==> config.mk <==
export PLATFORM = sky130hd
export DESIGN_NAME = i2s_dac_tx
export DESIGN_NICKNAME = d
export VERILOG_FILES = /design/src/rtl/i2s_tx_pkg.sv /design/src/rtl/sample_fifo.sv /design/src/rtl/i2s_dac_tx.sv
export SDC_FILE = /design/constraint.sdc
export NUM_CORES = 1
export LEC_CHECK = 0
export ABC_AREA = 1
export CAP_MARGIN = 10
export CORE_ASPECT_RATIO = 1.1
export CORE_MARGIN = 3
export CORE_UTILIZATION = 51
export CTS_BUF_LIST = sky130_fd_sc_hd__clkbuf_8
export CTS_CLUSTER_DIAMETER = 120
export DETAILED_ROUTE_END_ITERATION = 8
export PLACE_DENSITY_LB_ADDON = 0.08
export SYNTH_ARGS = -nofsm -noshare
export SYNTH_HDL_FRONTEND = slang
export SYNTH_SLANG_ARGS = --single-unit
export TNS_END_PERCENT = 30
==> constraint.sdc <==
create_clock -name clk -period 5 [get_ports clk]
set_input_delay 1.5 -clock clk [delete_from_list [all_inputs] [get_ports clk]]
set_output_delay 1.5 -clock clk [all_outputs]
set_load 0.005 [all_outputs]
==> src/rtl/i2s_tx_pkg.sv <==
// rtl/i2s_tx_pkg.sv - shared types and constants for the I2S DAC transmit path
package i2s_tx_pkg;

  localparam int SYNC_STAGES = 2;
  localparam int SAMPLE_W    = 16;

  localparam logic [1:0] ST_IDLE  = 2'd0;
  localparam logic [1:0] ST_LEFT  = 2'd1;
  localparam logic [1:0] ST_RIGHT = 2'd2;

  typedef enum logic [1:0] {
    IDLE  = ST_IDLE,
    LEFT  = ST_LEFT,
    RIGHT = ST_RIGHT
  } tx_state_t;

  typedef struct packed {
    logic signed [SAMPLE_W-1:0] l;
    logic signed [SAMPLE_W-1:0] r;
  } stereo_t;

  function automatic int level_width(input int depth);
    return $clog2(depth) + 1;
  endfunction

endpackage

==> src/rtl/sample_fifo.sv <==
// rtl/sample_fifo.sv - stereo frame FIFO with occupancy level; DEPTH must be a power of 2
module sample_fifo
  import i2s_tx_pkg::*;
#(
  parameter int W     = 2 * SAMPLE_W,
  parameter int DEPTH = 4
) (
  input  logic                          clk,
  input  logic                          rst,
  input  logic                          push,
  input  logic [W-1:0]                  push_data,
  input  logic                          pop,
  output logic [W-1:0]                  pop_data,
  output logic [level_width(DEPTH)-1:0] level
);

  localparam int AW = $clog2(DEPTH);

  logic [W-1:0]  mem [DEPTH];
  logic [AW-1:0] wr_ptr;
  logic [AW-1:0] rd_ptr;

  always_ff @(posedge clk) begin
    if (push) mem[wr_ptr] <= push_data;
  end

  assign pop_data = mem[rd_ptr];

  // Pointers wrap for free because DEPTH is a power of 2.
  always_ff @(posedge clk or posedge rst) begin
    if (rst) begin
      wr_ptr <= '0;
      rd_ptr <= '0;
      level  <= '0;
    end else begin
      if (push) wr_ptr <= wr_ptr + 1'b1;
      if (pop)  rd_ptr <= rd_ptr + 1'b1;
      case ({push, pop})
        2'b10:   level <= level + 1'b1;
        2'b01:   level <= level - 1'b1;
        default: level <= level;
      endcase
    end
  end

endmodule

==> src/rtl/i2s_dac_tx.sv <==
// rtl/i2s_dac_tx.sv - I2S playback serialiser for the WM8731, codec is BCLK/LRCK master.
// Define I2S_TX_UNDERRUN_CNT_EN to add the saturating underrun_count output.
module i2s_dac_tx
  import i2s_tx_pkg::*;
#(
  parameter int N          = 16,
  parameter int FIFO_DEPTH = 4,
  parameter bit HOLD_LAST  = 1'b0
) (
  input  logic                          clk,
  input  logic                          rst,
  input  logic                          bclk,
  input  logic                          dac_lrck,
  output logic                          dac_dat,
  input  logic                          s_valid,
  output logic                          s_ready,
  input  logic signed [N-1:0]           s_left,
  input  logic signed [N-1:0]           s_right,
  output logic                          underrun,
  output logic [$clog2(FIFO_DEPTH):0]   fifo_level
`ifdef I2S_TX_UNDERRUN_CNT_EN
  ,
  output logic [15:0]                   underrun_count
`endif
);

  localparam int LW = $clog2(FIFO_DEPTH) + 1;
  localparam int CW = $clog2(N + 1);

  logic [SYNC_STAGES-1:0] bclk_sync;
  logic [SYNC_STAGES-1:0] lrck_sync;
  logic                   bclk_prev;
  logic                   lrck_prev;
  logic                   bclk_fall;
  logic                   lrck_fall;
  logic                   lrck_rise;

  always_ff @(posedge clk or posedge rst) begin
    if (rst) begin
      bclk_sync <= '0;
      lrck_sync <= '0;
      bclk_prev <= 1'b0;
      lrck_prev <= 1'b0;
    end else begin
      bclk_sync <= {bclk_sync[SYNC_STAGES-2:0], bclk};
      lrck_sync <= {lrck_sync[SYNC_STAGES-2:0], dac_lrck};
      bclk_prev <= bclk_sync[SYNC_STAGES-1];
      lrck_prev <= lrck_sync[SYNC_STAGES-1];
    end
  end

  assign bclk_fall = bclk_prev & ~bclk_sync[SYNC_STAGES-1];
  assign lrck_fall = lrck_prev & ~lrck_sync[SYNC_STAGES-1];
  assign lrck_rise = ~lrck_prev & lrck_sync[SYNC_STAGES-1];

  logic [2*N-1:0] fifo_dout;
  logic [2*N-1:0] last_frame;
  logic [2*N-1:0] fill_frame;
  logic           fifo_empty;
  logic           push;
  logic           pop;

  assign s_ready    = (fifo_level != LW'(FIFO_DEPTH));
  assign fifo_empty = (fifo_level == '0);
  assign push       = s_valid & s_ready;
  assign pop        = lrck_fall & ~fifo_empty;
  assign fill_frame = HOLD_LAST ? last_frame : '0;

  sample_fifo #(
    .W     (2 * N),
    .DEPTH (FIFO_DEPTH)
  ) u_fifo (
    .clk       (clk),
    .rst       (rst),
    .push      (push),
    .push_data ({s_left, s_right}),
    .pop       (pop),
    .pop_data  (fifo_dout),
    .level     (fifo_level)
  );

  tx_state_t      state;
  logic [CW-1:0]  bit_cnt;
  logic [N-1:0]   left_sr;
  logic [N-1:0]   right_sr;

  // LRCK edges win over a coincident bclk_fall, which becomes the I2S delay slot.
  always_ff @(posedge clk or posedge rst) begin
    if (rst) begin
      state      <= IDLE;
      bit_cnt    <= '0;
      left_sr    <= '0;
      right_sr   <= '0;
      last_frame <= '0;
      dac_dat    <= 1'b0;
      underrun   <= 1'b0;
    end else begin
      underrun <= 1'b0;
      if (lrck_fall) begin
        state   <= LEFT;
        bit_cnt <= '0;
        if (!fifo_empty) begin
          {left_sr, right_sr} <= fifo_dout;
          last_frame          <= fifo_dout;
        end else begin
          {left_sr, right_sr} <= fill_frame;
          underrun            <= 1'b1;
        end
      end else if (lrck_rise && state != IDLE) begin
        state   <= RIGHT;
        bit_cnt <= '0;
      end else if (bclk_fall && state != IDLE) begin
        if (bit_cnt < CW'(N)) begin
          bit_cnt <= bit_cnt + 1'b1;
          if (state == LEFT) begin
            dac_dat <= left_sr[N-1];
            left_sr <= left_sr << 1;
          end else begin
            dac_dat  <= right_sr[N-1];
            right_sr <= right_sr << 1;
          end
        end else begin
          dac_dat <= 1'b0;
        end
      end
    end
  end

`ifdef I2S_TX_UNDERRUN_CNT_EN
  always_ff @(posedge clk or posedge rst) begin
    if (rst) begin
      underrun_count <= '0;
    end else if (underrun && underrun_count != 16'hFFFF) begin
      underrun_count <= underrun_count + 16'd1;
    end
  end
`endif

endmodule

Yosys cells after proc, flatten, opt, wreduce, memory -nomap -nowiden
Memory sizes are Yosys's and may differ from the RTL's.
Cells that the tools add are included.
- word-level logic and storage cells: 77
- flip-flop bits (word level): 54
- input port bits: 37
- memories kept: 1
- output and inout bits: 6
- bits in writable memories: 128
- bitwise logic cells: 11
- reduce and logical (&&, ||, !) cells: 15
- $lt $le $gt $ge: 1
- mux-type cells: 25
- equality and inequality tests: 6
- add/subtract/negate cells: 5
- memory list (memory ; words ; bits a word ; read ports ; clocked after memory_dff ; wr ports ; RTL line ; source):
    u_fifo.mem ; 4 ; 32 ; 1 ; 0 ; 1 ; sample_fifo.sv:19 ; logic [W-1:0] mem [DEPTH];
- operator list (kind ; number):
    $mux W16 ; 12
    $mux W5 ; 4
    $reduce_bool A2 Y1 ; 6
    $reduce_and A4 Y1 ; 2
    $mux W1 ; 6
    $not A1 Y1 ; 6
    $pmux W3 S2 ; 1
    $reduce_bool A3 Y1 ; 2
    $add A5 B1 Y5 const B ; 1
    $and A1 B1 Y1 ; 5
    $lt A5 B5 Y1 const B ; 1
    $add A2 B1 Y2 const B ; 2
    $eq A2 B1 Y1 const B ; 2
    $mux W2 ; 2
    $ne A2 B2 Y1 const B ; 2
    $add A3 B1 Y3 const B ; 1
    $logic_not A3 Y1 ; 1
    $ne A3 B3 Y1 const B ; 1
    $reduce_and A3 Y1 ; 1
    $sub A3 B1 Y3 const B ; 1
    $eq A2 B2 Y1 const B ; 1
    $logic_and A1 B1 Y1 ; 2
    $reduce_and A2 Y1 ; 1

Longest topological paths before layout
- depth after elaboration: 6
- gate-level depth with buffers: 11

By module
Synthesis repeated with hierarchy kept, for this count alone.
- cells, all modules: 798
- area, all modules: 7935.1 um2
- modules (own cells, without submodules) (module ; cells each ; area each (um2) ; instances):
    sample_fifo ; 482 ; 5549.1 ; 1
    i2s_dac_tx ; 316 ; 2386.0 ; 1

Worst setup path after synthesis
No wires, ideal clock.
- path kind: input port to flip-flop
- start: input port s_valid
- end: memory u_fifo.mem[0][0] (netlist name) (enable)
- buffers on the path: 0
- stages on the path: 2
- library setup time: 0.421 ns
- path slack: 1.542 ns
- arrival: 3.036 ns
- path through: nand2_1 -> nor2_1
- word-level cells in the longest chain between the ends: 3
- ends and longest elaborated chain (item ; RTL line ; source):
    from (decl) ; i2s_dac_tx.sv:15 ; input logic s_valid,
    $and A1 B1 Y1 ; i2s_dac_tx.sv:65 ; assign push = s_valid & s_ready;
    $mux W1 ; sample_fifo.sv:24 ; if (push) mem[wr_ptr] <= push_data;
    $mux W1 (implied by the code) ; sample_fifo.sv:24 ;
    to (decl) ; sample_fifo.sv:19 ;
Every way passes these cells.

Worst setup path in the final report
- start: input port s_valid
- end: memory u_fifo.mem[2][22] (netlist name) (enable)
The elaborated chain is that of the path after synthesis.

==> metrics.md <==
| Metric | Value |
|---|---|
| Final setup violation count | `0` |
| Ys async rst share | `29.7%` |
| Remaining DRCs | `0` |
| Max VDD drop | `0.295 mV` |
| Worst Hold Path EP | `bclk_sync[1]` |
| Worst slack at placement | `roughly 1.3 ns` |
| IO Count | `43` |
| Synth top area share | `a little under half` |
| Tmin final | `around 3.1 ns` |
| Power share of the sequential group | `46.5%` |
| Clock share of power | `between 20 and 25%` |
| Overflow after GRT | `0` |
| Min-delay src | `bclk_sync[0]` |
| Buffers on Ports | `42` |
| Initial antenna violation count | `0` |
| Initial Util | `52.8%` |
| # rows | `47` |
| Synth area leader | `edfxtp_1` |
| Post-Synthesis Cells | `839` |
| First DRT Iteration DRCs | `337` |
| Maximum single-stage delay on the critical path | `0.67 ns` |
| Multi-input logic area | `~0.0021 mm²` |
| R2R cell count | `9` |
| RSZ-0062 raised after global routing | `false` |
| Top-count cell post-synth | `nand2_1` |
| Top area cells in the synthesized netlist | `edfxtp_1 48%, dfrtp_1 17%, nand2_1 15%, inv_1 6.6%, nand3_1 6.1%` |
| Die width | `126 µm` |
| CTS buffer count | `17` |
| Pwr per Cell Area | `511 mW/mm²` |
| TritonRoute pass-1 iters | `4` |
| Switch Pwr | `between 1.5 and 2 mW` |
| Worst slew margin | `29.2%` |
| CTS hold repair buffers | `0` |
| Status | `finished clean` |
| Ant diodes | `0` |
| Leak Pwr | `4.30 nW` |
| Fin. Hold Viols | `0` |
| Sw frac | `34.4%` |
| Synthesized area | `0.00805 mm²` |
| Resize count post-CTS | `0` |
| Max-cap violations | `0` |
| Worst hold path class | `reg -> reg` |
| RR Endpoint | `u_fifo.level[2]` |
| Vias | `5,326` |
| Die Ht | `138 µm` |
| DRT Wirelength | `15,600 µm` |
| Required @ worst endpoint | `just over 5 ns` |
| Num Clock Sinks | `182` |
| TritonCTS clock tree | `done` |
| Register Area | `0.00520 mm²` |
| Worst path cell trace | `clkdlybuf4s50_1 > nand2_1 > nor2_2 > buf_4` |
| Placed wire-length estimate | `9710 µm` |
| Ys flop type | `edfxtp_1` |
| Clock Pin Slew Worst Setup and Hold Paths | `0.09 ns` |
| ANT nets after route | `0` |
| Fillcell total | `1,344` |
| Synth cell count leaders | `322 x nand2_1, 142 x inv_1, 128 x edfxtp_1` |
| TNS Setup | `0 ns` |
| Core Region | `between 0.015 and 0.02 mm²` |
| Number of synthesized flops with an enable pin | `128` |
| RePlAce Congestion | `around 0.8` |
| Fmax | `318 MHz` |
| Clk Latency, worst-skew pair | `~0.46 ns` |
| Die Area | `about 0.017 mm²` |
| # Post-CTS Setup Buffers | `0` |
| Clk buf depth | `2` |
| Synth Area per Inst | `9.59 µm²` |
| Syn nets | `883` |
| WHS Path Cells | `0` |
| Combinational fraction of design power | `between 30% and 40%` |
| WS Path Type | `in -> reg` |
| Largest net degree at the start of global routing | `67` |
| First-pass GRT wire length | `26,000 µm` |
| Startpoint types | `input pin` |
| Period utilisation layout | `a little over three fifths` |
| Vias/cell | `4.92` |
| Crit end category | `flip-flop` |
| Internal reg-to-reg setup slack | `2.56 ns` |
| Crit. Startpoint | `s_valid` |
| Pint | `3.03 mW` |
| Setup WS post-layout | `1.85 ns` |
| Worst-path maximum fanout | `19` |
| Area Overhead vs Synth | `12.1%` |
| Reg2Reg Launch Point | `lrck_sync[1]` |
| Slew Viols, Final | `0` |
| # nets final | `918` |
| Number of global-route vias before repair | `5,172` |
| Fraction of layout cells with a size suffix above 1 | `5.86%` |
| Critical Path AT | `3.29 ns` |
| Clock root buffer | `clkbuf_8` |
| Synth Register Bits | `~180` |
| Total track usage | `19.3%` |
| Slowest CP cell | `nor2_2` |
| Seq/Total Area, Yosys | `between 60 and 70%` |
| Worst Skew | `0.0167 ns` |
| H-tree depth | `4` |
| Worst-margin pin slew | `1.06 ns` |
| Netlist cell types | `27` |
| Avg WL per Cell | `14.4 µm` |
| Synth warn | `0` |
## layout make-up
cell class | instances | area share (%)
clock buffer | 17 | 2.59
multi-input combinational | 478 | 23.6
tap | 196 | 2.72
inverter | 144 | 5.99
timing repair buffer | 51 | 5.63
sequential | 182 | 57.6
clock inverter | 15 | 1.91
## layer usage
metal | track usage, % | up-vias | part of all wire, %
li1 | - | 2686 | -
met1 | 24.6 | 2539 | 44
met2 | 33.3 | 84 | 51
met3 | 3.37 | 17 | 3.4
met4 | 7.45 | 0 | 1.3
met5 | 0 | - | 0
## stage by stage
stage	area (µm²)	power (mW)	utilization, %	cells	hold slack [ns]
after floorplan	8050	3.19	-	839	0.331
after global placement	8590	3.58	56.4	1050	0.338
after detailed placement	8590	3.62	56.4	1050	0.336
after CTS	9000	4.65	59.1	1082	0.356
after global routing	9020	4.97	59.2	1083	0.362
final	9020	4.61	59.2	1083	0.355
## how the worst max path moves through the flow
stage                             end  slack [ns]  cells past startpoint
floorplan            u_fifo.mem[0][0]        1.54                      2
global placement    u_fifo.mem[2][21]        1.34                      4
detailed placement  u_fifo.mem[2][22]        1.26                      4
CTS                 u_fifo.mem[2][31]        1.79                      4
global route        u_fifo.mem[2][17]        1.71                      4
finish              u_fifo.mem[2][22]        1.85                      4
## power groups by stage
stage	sequential [mW]	combinational, mW	clock, mW
after floorplan	2.15	1.04	0
after global placement	2.16	1.42	0
after detailed placement	2.17	1.45	0
after CTS	2.14	1.46	1.05
after global routing	2.18	1.68	1.11
final	2.14	1.45	1.02
## worst max-delay path, delay by kind of cell
| kind | cells | cell delay [ns] |
|---|---|---|
| buf+inv | 2 | 0.85 |
| simple gates | 2 | 0.91 |
## cell usage in the layout (no fill, tap or decap), drive strengths merged
cell           instances
nand2                324
inv                  149
edfxtp               128
nand3                 98
dfrtp                 54
clkdlybuf4s50         42
nor2                  24
clkbuf                17
buf                    9
o21ai                  8
ha                     6
clkinv                 6
a21oi                  5
bufinv                 4
xor2                   3
o22ai                  3
o21a                   2
nand4                  2
nand3b                 1
xnor2                  1
fa                     1
## kinds of logic (layout without fill, tap and decap cells)
group / count (synthesis) / count (layout) / synth area share, %
buffers and inverters: 179 / 227 / 9.16
and+or+nand+nor: 449 / 449 / 23.5
xor gates and xnor gates: 4 / 4 / 0.435
DFF: 182 / 182 / 64.5
AOI/OAI and AO/OA: 18 / 18 / 1.23
adders and majority gates: 7 / 7 / 1.18
## flip-flops by register name (all words and copies together), names as in the netlist, 2 cells and up
name,flops
u_fifo.wr_ptr,2
left_sr,16
u_fifo.level,3
bclk_sync,2
lrck_sync,2
state,2
right_sr,16
u_fifo.rd_ptr,2
u_fifo.mem,128
bit_cnt,5
No activity file was read; power rests on OpenSTA's default activity.
